===== src/rtl/pipe_pkg.sv =====
// Shared types for the E/M/W control pipeline: writeback source, forward select, stage records.
package pipe_pkg;

    typedef enum logic [1:0] {
        RES_ALU = 2'b00,
        RES_MEM = 2'b01,
        RES_PC4 = 2'b10
    } result_src_e;

    typedef enum logic [1:0] {
        FWD_RF = 2'b00,
        FWD_W  = 2'b01,
        FWD_M  = 2'b10
    } fwd_sel_e;

    typedef struct packed {
        logic        valid;
        logic        reg_write;
        result_src_e result_src;
        logic        mem_write;
        logic [4:0]  rd;
    } ctrl_m_t;

    typedef struct packed {
        logic        valid;
        logic        reg_write;
        result_src_e result_src;
        logic [4:0]  rd;
    } ctrl_w_t;

endpackage


===== src/rtl/fwd_sel.sv =====
// Operand forward select for one E-stage source register; the M stage wins over W.
module fwd_sel
    import pipe_pkg::*;
(
    input  logic [4:0] rs,
    input  logic       valid_m,
    input  logic       reg_write_m,
    input  logic [4:0] rd_m,
    input  logic       valid_w,
    input  logic       reg_write_w,
    input  logic [4:0] rd_w,
    output fwd_sel_e   sel
);

    always_comb begin
        sel = FWD_RF;
        if (valid_m && reg_write_m && (rd_m != 5'd0) && (rd_m == rs)) begin
            sel = FWD_M;
        end else if (valid_w && reg_write_w && (rd_w != 5'd0) && (rd_w == rs)) begin
            sel = FWD_W;
        end
    end

endmodule


===== src/rtl/cu_emw_pipe.sv =====
// E->M->W control pipeline with hazard detection and forwarding.
// Optional retired-instruction counter enabled by the CU_RETIRE_CNT_EN macro.
module cu_emw_pipe
    import pipe_pkg::*;
#(
    parameter int unsigned CNT_W = 32
) (
    input  logic             clk,
    input  logic             rst_n,
    input  logic             ValidE,
    input  logic             RegWriteE,
    input  logic             MemWriteE,
    input  logic             JumpE,
    input  logic             BranchE,
    input  logic             ZeroE,
    input  logic [1:0]       ResultSrcE,
    input  logic [4:0]       RdE,
    input  logic [4:0]       Rs1E,
    input  logic [4:0]       Rs2E,
    input  logic [4:0]       Rs1D,
    input  logic [4:0]       Rs2D,
    input  logic             StallM,
    output logic             RegWriteM,
    output logic [1:0]       ResultSrcM,
    output logic             MemWriteM,
    output logic [4:0]       RdM,
    output logic             RegWriteW,
    output logic [1:0]       ResultSrcW,
    output logic [4:0]       RdW,
    output logic             PCSrcE,
    output logic             StallFD,
    output logic             StallE,
    output logic             FlushD,
    output logic             FlushE,
    output logic [1:0]       ForwardAE,
    output logic [1:0]       ForwardBE
`ifdef CU_RETIRE_CNT_EN
    ,
    output logic [CNT_W-1:0] RetireCnt
`endif
);

    ctrl_m_t  m_q;
    ctrl_w_t  w_q;
    ctrl_m_t  e_ctrl;
    logic     load_stall;
    fwd_sel_e fwd_a;
    fwd_sel_e fwd_b;

    always_comb begin
        e_ctrl            = '0;
        e_ctrl.valid      = ValidE;
        e_ctrl.reg_write  = RegWriteE;
        e_ctrl.result_src = result_src_e'(ResultSrcE);
        e_ctrl.mem_write  = MemWriteE;
        e_ctrl.rd         = RdE;
    end

    // A memory stall freezes M and drains a bubble into W.
    always_ff @(posedge clk or negedge rst_n) begin
        if (!rst_n) begin
            m_q <= '0;
            w_q <= '0;
        end else if (!StallM) begin
            m_q <= e_ctrl;
            w_q <= '{valid: m_q.valid, reg_write: m_q.reg_write,
                     result_src: m_q.result_src, rd: m_q.rd};
        end else begin
            w_q <= '0;
        end
    end

    assign RegWriteM  = m_q.reg_write;
    assign ResultSrcM = m_q.result_src;
    assign MemWriteM  = m_q.mem_write & m_q.valid;
    assign RdM        = m_q.rd;
    assign RegWriteW  = w_q.reg_write & w_q.valid;
    assign ResultSrcW = w_q.result_src;
    assign RdW        = w_q.rd;

    assign load_stall = ValidE && (ResultSrcE == RES_MEM) && RegWriteE && (RdE != 5'd0) &&
                        ((RdE == Rs1D) || (RdE == Rs2D));

    // Redirect only when E actually advances, so a stalled branch fires once.
    assign PCSrcE  = ValidE & (JumpE | (BranchE & ZeroE)) & ~StallM;
    assign StallE  = StallM;
    assign StallFD = StallM | load_stall;
    assign FlushD  = PCSrcE;
    assign FlushE  = (PCSrcE | load_stall) & ~StallM;

    fwd_sel u_fwd_a (
        .rs          (Rs1E),
        .valid_m     (m_q.valid),
        .reg_write_m (m_q.reg_write),
        .rd_m        (m_q.rd),
        .valid_w     (w_q.valid),
        .reg_write_w (w_q.reg_write),
        .rd_w        (w_q.rd),
        .sel         (fwd_a)
    );

    fwd_sel u_fwd_b (
        .rs          (Rs2E),
        .valid_m     (m_q.valid),
        .reg_write_m (m_q.reg_write),
        .rd_m        (m_q.rd),
        .valid_w     (w_q.valid),
        .reg_write_w (w_q.reg_write),
        .rd_w        (w_q.rd),
        .sel         (fwd_b)
    );

    assign ForwardAE = fwd_a;
    assign ForwardBE = fwd_b;

`ifdef CU_RETIRE_CNT_EN
    logic [CNT_W-1:0] retire_cnt_q;

    always_ff @(posedge clk or negedge rst_n) begin
        if (!rst_n) begin
            retire_cnt_q <= '0;
        end else if (w_q.valid) begin
            retire_cnt_q <= retire_cnt_q + 1'b1;
        end
    end

    assign RetireCnt = retire_cnt_q;
`endif

endmodule


===== config.mk =====
export PLATFORM = sky130hd
export DESIGN_NAME = cu_emw_pipe
export DESIGN_NICKNAME = d
export VERILOG_FILES = /design/src/rtl/pipe_pkg.sv /design/src/rtl/fwd_sel.sv /design/src/rtl/cu_emw_pipe.sv
export SDC_FILE = /design/constraint.sdc
export NUM_CORES = 1
export LEC_CHECK = 0
export ABC_AREA = 1
export CORE_UTILIZATION = 35
export CTS_CLUSTER_DIAMETER = 50
export DETAILED_ROUTE_END_ITERATION = 6
export PLACE_DENSITY = 0.72
export SYNTH_ARGS = -nofsm -noshare
export SYNTH_HDL_FRONTEND = slang
export SYNTH_SLANG_ARGS = --single-unit

===== constraint.sdc =====
create_clock -name clk -period 1.4 [get_ports clk]
set_input_delay 0.28 -clock clk [delete_from_list [all_inputs] [get_ports clk]]
set_output_delay 0.28 -clock clk [all_outputs]
set_load 0.01 [all_outputs]

==> impl_metrics.ini, run 1 <==
[run_status]
status = finished with violations
violations = setup timing

[clocking]
clk_latency_ps = 290
clock_sinks = 19
cts_tree = built
htreeDepth = 1
clk_pin_slew_ps = 100
cts_hold_buf = 0
cts_root_buf = clkbuf_4
cts_buffers = 3
cts_buffer_depth = 2

[routing]
first_pass_iters = 4
drt-vias-per-instance = 4.325
drtIter0Drc = 27
vias = 1332
drcViolationCount = 0
drt_wl_total_um = 3491
antenna_left = 0
post_drt_wl_per_cell_um = 11.33

[synth]
synth_common_cells = 44 x nand2_1, 29 x inv_1, 24 x nor2_1, 19 x dfrtp_1, 16 x xnor2_1
netlist_instances = 176
syn_area_mm2 = 0.001262
yosysMostFrequentCell = nand2_1
synth_top_area_share_pct = 37.66
synth_area_leader_cell = dfrtp_1
synth.distinct_cells = 16
synth_nets = 212
postSynthAreaPerCell_um2 = 7.173
synth_edf_count = 0
yosysWarnings = 0
async_reset_ff_share_pct = 100.0
synthFlopType = dfrtp_1
synth_area_leaders = dfrtp_1 38%, nand2_1 13%, xnor2_1 11%, inv_1 8.6%, nor2_1 7.1%
yosys_register_bits = 19
yosysSeqAreaShare_pct = 37.66

[timing]
tightestPinTransition_ps = 237.9
setup_viol = 5
fin_crit_sh_pct = 127.1
max-slew-margin-rel_pct = 84.14
min_period_ps = 1780
fin_ws_ps = -379.9
whs_ps = 220.2
finalSetupTns_ps = -1321
max_freq_mhz = 561.8
slew_viol_final = 0
final.setup_skew_ps = 0.5425
rsz0062_at_grt = true
hold_viol = 0

[flow_run]
max_cap_viol_count = 0

[grt]
grt_max_degree = 20
grt_pass1_vias = 1254
grt_pass1_wl_um = 5140
antenna_found_initial = 0
grt_usage_pct = 18.68
overflow = 0

[critical_path]
critPathRequiredTime_ps = 1120
crit_type = reg -> out
path_max_fanout = 3
worst-r2r-cell-count = 4
startpoint_type = register
endpoint_kind = primary output
critPathArrivalTime_ps = 1500

[floorplanning]
dieArea_mm2 = 0.003851
rows = 21
core_mm2 = 0.003390
die_w_um = 62.06
io_pins = 62
fp.dieH_um = 62.06
initial_core_util_pct = 37.25

[placed_design]
placed_area_mm2 = 0.002026
dp_slack_ps = -787.4
place.gp.congestion = 0.7860
placed_cells = 295
port_buffers = 61
place_hpwl_um = 2342

[final_layout]
antenna_cells = 0
fin_cells = 308
syn_to_final_growth_pct = 73.93
finish.net_count = 299
drive_above_1_share_pct = 37.79
fin_area_mm2 = 0.002196
multiInputGateArea_um2 = 658.1
n_fill_cell = 297
final_core_util_pct = 64.78
seq_area_um2 = 481.7

[pwr]
p_per_area_mw_per_mm2 = 669.3
power_leakage_nw = 1.234
peakVddDrop_uv = 271.2
p_total_mw = 1.470

[min_path]
hold_path.class = in -> reg
worstHoldPathCells = 3
[final cells by class]
class                      instances  share of cell area, %
sequential                        19                  21.94
timing repair buffer              93                  38.58
tap                               46                  2.621
clock buffer                       4                  1.197
inverter                          30                  5.698
multi-input combinational        116                  29.97
[worst max-delay path, stage by stage (launching register included)]
cell     delay [ps]
dfrtp_1         450
buf_6           150
xnor2_2         130
nand2_1          80
nor2_1          100
nand4_1          80
nor2_1           90
buf_2           130
[repair_timing]
action | CTS | global route
resized for setup | 141 | 79
pin swaps | 22 | 25
endpoints found under the hold margin | 0 | 0
gates cloned | 1 | 0
setup endpoints to repair | 26 | 19
setup buffers | 10 | 4
[where the power goes]
part | leakage, nW | total [mW] | internal (mW) | switching (mW)
Clock | 0.0150 | 0.269 | 0.111 | 0.158
Sequential | 0.234 | 0.640 | 0.593 | 0.0463
Combinational | 0.985 | 0.561 | 0.324 | 0.237
Total | 1.23 | 1.47 | 1.03 | 0.441
[per-layer routing]
layer  wire length [µm]  global-route usage (%)
met1               1465                   21.82
met4                 79                   10.16
met2               1791                   33.43
met5                  0                       0
met3                155                   1.863
[final timing paths]
kind	slack (ps)	start	end
worst max-delay path	-380	RdW[3]	ForwardAE[0]
worst min-delay path	220	ResultSrcE[1]	ResultSrcM[1]
worst max register to register	490	RdM[0]	RdM[0]
worst min register to register	490	m_q[5]	m_q[5]
max in group asynchronous	880	rst_n	RdM[0]
min in group asynchronous	300	rst_n	RdW[3]
[flip-flops by register name, indices dropped and copies added, names as in the netlist]
name,flops
m_q,2
RdM,5
RegWriteM,1
RdW,5
ResultSrcW,2
w_q,2
ResultSrcM,2
[layout by cell type (no fill, tap or decap), drive strengths merged]
| cell | netlist | layout |
|---|---|---|
| nand2 | 44 | 44 |
| nand4 | 3 | 3 |
| o21ai | 11 | 11 |
| nand3 | 8 | 8 |
| nor2 | 24 | 24 |
| xor2 | 6 | 6 |
| dfrtp | 19 | 19 |
| buf | 11 | 55 |
| xnor2 | 16 | 16 |
| bufbuf | 0 | 1 |
| dlymetal6s2s | 0 | 4 |
| clkdlybuf4s15 | 0 | 4 |
| dlygate4sd2 | 0 | 13 |
| a21oi | 1 | 1 |
| inv | 30 | 30 |
| clkbuf | 0 | 14 |
| nor3 | 3 | 3 |
| clkdlybuf4s50 | 0 | 6 |
[kinds of logic after synthesis]
family          share of synthesized area (%)
compound gates                          4.757
flops                                   37.66
xor+xnor                                15.26
simple gates                            27.25
buf+inv                                 15.06
Note: power is estimated with default switching activity, not from simulation.
==> run 2, diff against run 1 <==
--- a/config.mk
+++ b/config.mk
@@ -7,6 +7,7 @@
 export LEC_CHECK = 0
 export ABC_AREA = 1
 export CORE_UTILIZATION = 35
+export CTS_BUF_LIST = sky130_fd_sc_hd__clkbuf_4 sky130_fd_sc_hd__clkbuf_8
 export CTS_CLUSTER_DIAMETER = 50
 export DETAILED_ROUTE_END_ITERATION = 6
 export PLACE_DENSITY = 0.72
==> constraint.sdc (replaced) <==
create_clock -name clk -period 2.2 [get_ports clk]
set_input_delay 0.44 -clock clk [delete_from_list [all_inputs] [get_ports clk]]
set_output_delay 0.44 -clock clk [all_outputs]
set_load 0.01 [all_outputs]
==> run 2 against run 1 <==
  * The flow now finishes without violations
  * Critical path depth fell by 4
  * First-iteration DRC count rose by 52%
  * Clock power fell by 34%
  * Utilization fell by 6.8 points
  * Critical path type is now in -> out
  * Largest cell class unchanged
==> impl_metrics.ini, run 2 (same netlist as run 1, synthesis figures left out) <==
[routing]
drt-vias-per-instance = 4.254
antenna_left = 0
drcViolationCount = 0
drtIter0Drc = 41
vias = 1221
post_drt_wl_per_cell_um = 9.631
first_pass_iters = 4
drt_wl_total_um = 2764

[timing]
min_period_ps = 2133
final.setup_skew_ps = 1.026
slew_viol_final = 0
tightestPinTransition_ps = 245.8
hold_viol = 0
rsz0062_at_grt = false
max_freq_mhz = 468.9
fin_crit_sh_pct = 96.95
max-slew-margin-rel_pct = 83.61
setup_viol = 0
finalSetupTns_ps = 0

[grt]
grt_usage_pct = 15.28
grt_use_met3_pct = 1.242
grt_util_met2_pct = 27.05
antenna_found_initial = 0
grt_pass1_vias = 1062
top_usage_layer = met2
use_met1_pct = 19.33
overflow = 0
grt_max_degree = 26
grt_pass1_wl_um = 4340

[flow_run]
max_cap_viol_count = 0

[pwr]
combPwrFrac_pct = 32.6
p_clk_share_pct = 20.3
p_total_uw = 868.5
p_sw_uw = 244.0
p_sw_share_pct = 28.10
peakVddDrop_uv = 162.1
power_frac_seq_pct = 47.1
power_leakage_nw = 1.027
p_per_area_mw_per_mm2 = 442.1
p_int_uw = 624.5

[floorplanning]
initial_core_util_pct = 37.25
die_w_um = 62.06
io_pins = 62
dieArea_mm2 = 0.003851
rows = 21
fp.dieH_um = 62.06
core_mm2 = 0.003390

[min_path]
hold_path.class = in -> async

[run_status]
status = finished clean

[placed_design]
place_hpwl_um = 2308
place.gp.congestion = 0.8096
placed_area_mm2 = 0.001936
port_buffers = 61

[critical_path]
crit_slowest_cell = clkdlybuf4s50_1
startpoint_type = primary input
critPathRequiredTime_ps = 1760
critPathArrivalTime_ps = 1690
critPathMaxStageDelay_ps = 550
crit_top_cell = clkdlybuf4s50_1
endpoint_kind = primary output
crit_type = in -> out
path_max_fanout = 25
path_cells = clkdlybuf4s50_1 -> buf_8 -> clkdlybuf4s50_1

[clocking]
htreeDepth = 1
cts_root_buf = clkbuf_4
cts_tree = built
cts_buffer_depth = 2
clock_sinks = 19
post-cts-setup-buffer-count = 0
cts_buffers = 3
cts_hold_buf = 0
clk_pin_slew_ps = 100
clk_latency_ps = 280

[final_layout]
fin_area_mm2 = 0.001964
finish.net_count = 278
final_cell_mix = 47 x clkdlybuf4s50_1, 44 x nand2_1, 27 x inv_1, 23 x nor2_1, 19 x dfrtp_1
drive_above_1_share_pct = 10.79
mostFrequentLayoutCell = clkdlybuf4s50_1
syn_to_final_growth_pct = 55.60
antenna_cells = 0
run 2: changes by cell type in the layout (fill, tap and decap cells not counted), sizes merged:
cell,change
dlymetal6s2s,+1
dlygate4sd2,-10
clkdlybuf4s50,+41
clkbuf,-8
clkdlybuf4s15,-2
bufbuf,-1
buf,-42
run 2: metal layers:
layer,up-vias,wire length (µm)
met5,-,0
met4,0,18
met3,2,153
met2,41,1344
met1,523,1247
li1,655,-
run 2: area by class of cell:
cell class | count | area [µm²]
clock buffers | 4 | 30.03
fillers | 316 | 1425
inverters | 30 | 112.6
multi-input cells | 116 | 599.3
flip-flops and latches | 19 | 475.5
well taps | 46 | 57.56
repair buffers | 72 | 689.4
run 2: metrics by stage:
step                std cells  worst slack [ps]  utilization [%]  hold WS [ps]
floorplan                 176             712.2                -         144.4
global placement          283            -299.6            57.11         467.3
detailed placement        283            -312.1            57.11         486.0
CTS                       287             1.770            57.81         466.6
global route              287             1.913            57.96         488.3
finish                    287             67.14            57.96         468.8
run 2: repair_timing:
| action | in CTS | in global routing |
|---|---|---|
| pin swaps | 0 | 4 |
| endpoints found under the setup margin | 8 | 7 |
| resized for setup | 14 | 17 |
run 2: worst paths after layout:
path,start,end,slack [ps],cells past startpoint
min in group clk,m_q[5],m_q[5],500,2
min,rst_n,ResultSrcW[1],470,2
max reg2reg,RdM[0],RdM[0],1460,2
min reg2reg,m_q[5],m_q[5],500,2
max in group asynchronous,rst_n,RdW[1],1540,2
max,StallM,StallE,70,3
run 2: power by group through the flow:
stage	clock, mW	sequential (mW)	combinational, mW
after global placement	0	0.415	0.285
final	0.177	0.409	0.283
after detailed placement	0	0.417	0.288
after floorplan	0	0.413	0.136
after global routing	0.202	0.414	0.315
after CTS	0.184	0.410	0.287
run 2: worst max-delay path: cells and delay by family:
kind / cells / cell delay [ps]
buffers and inverters: 3 / 1250
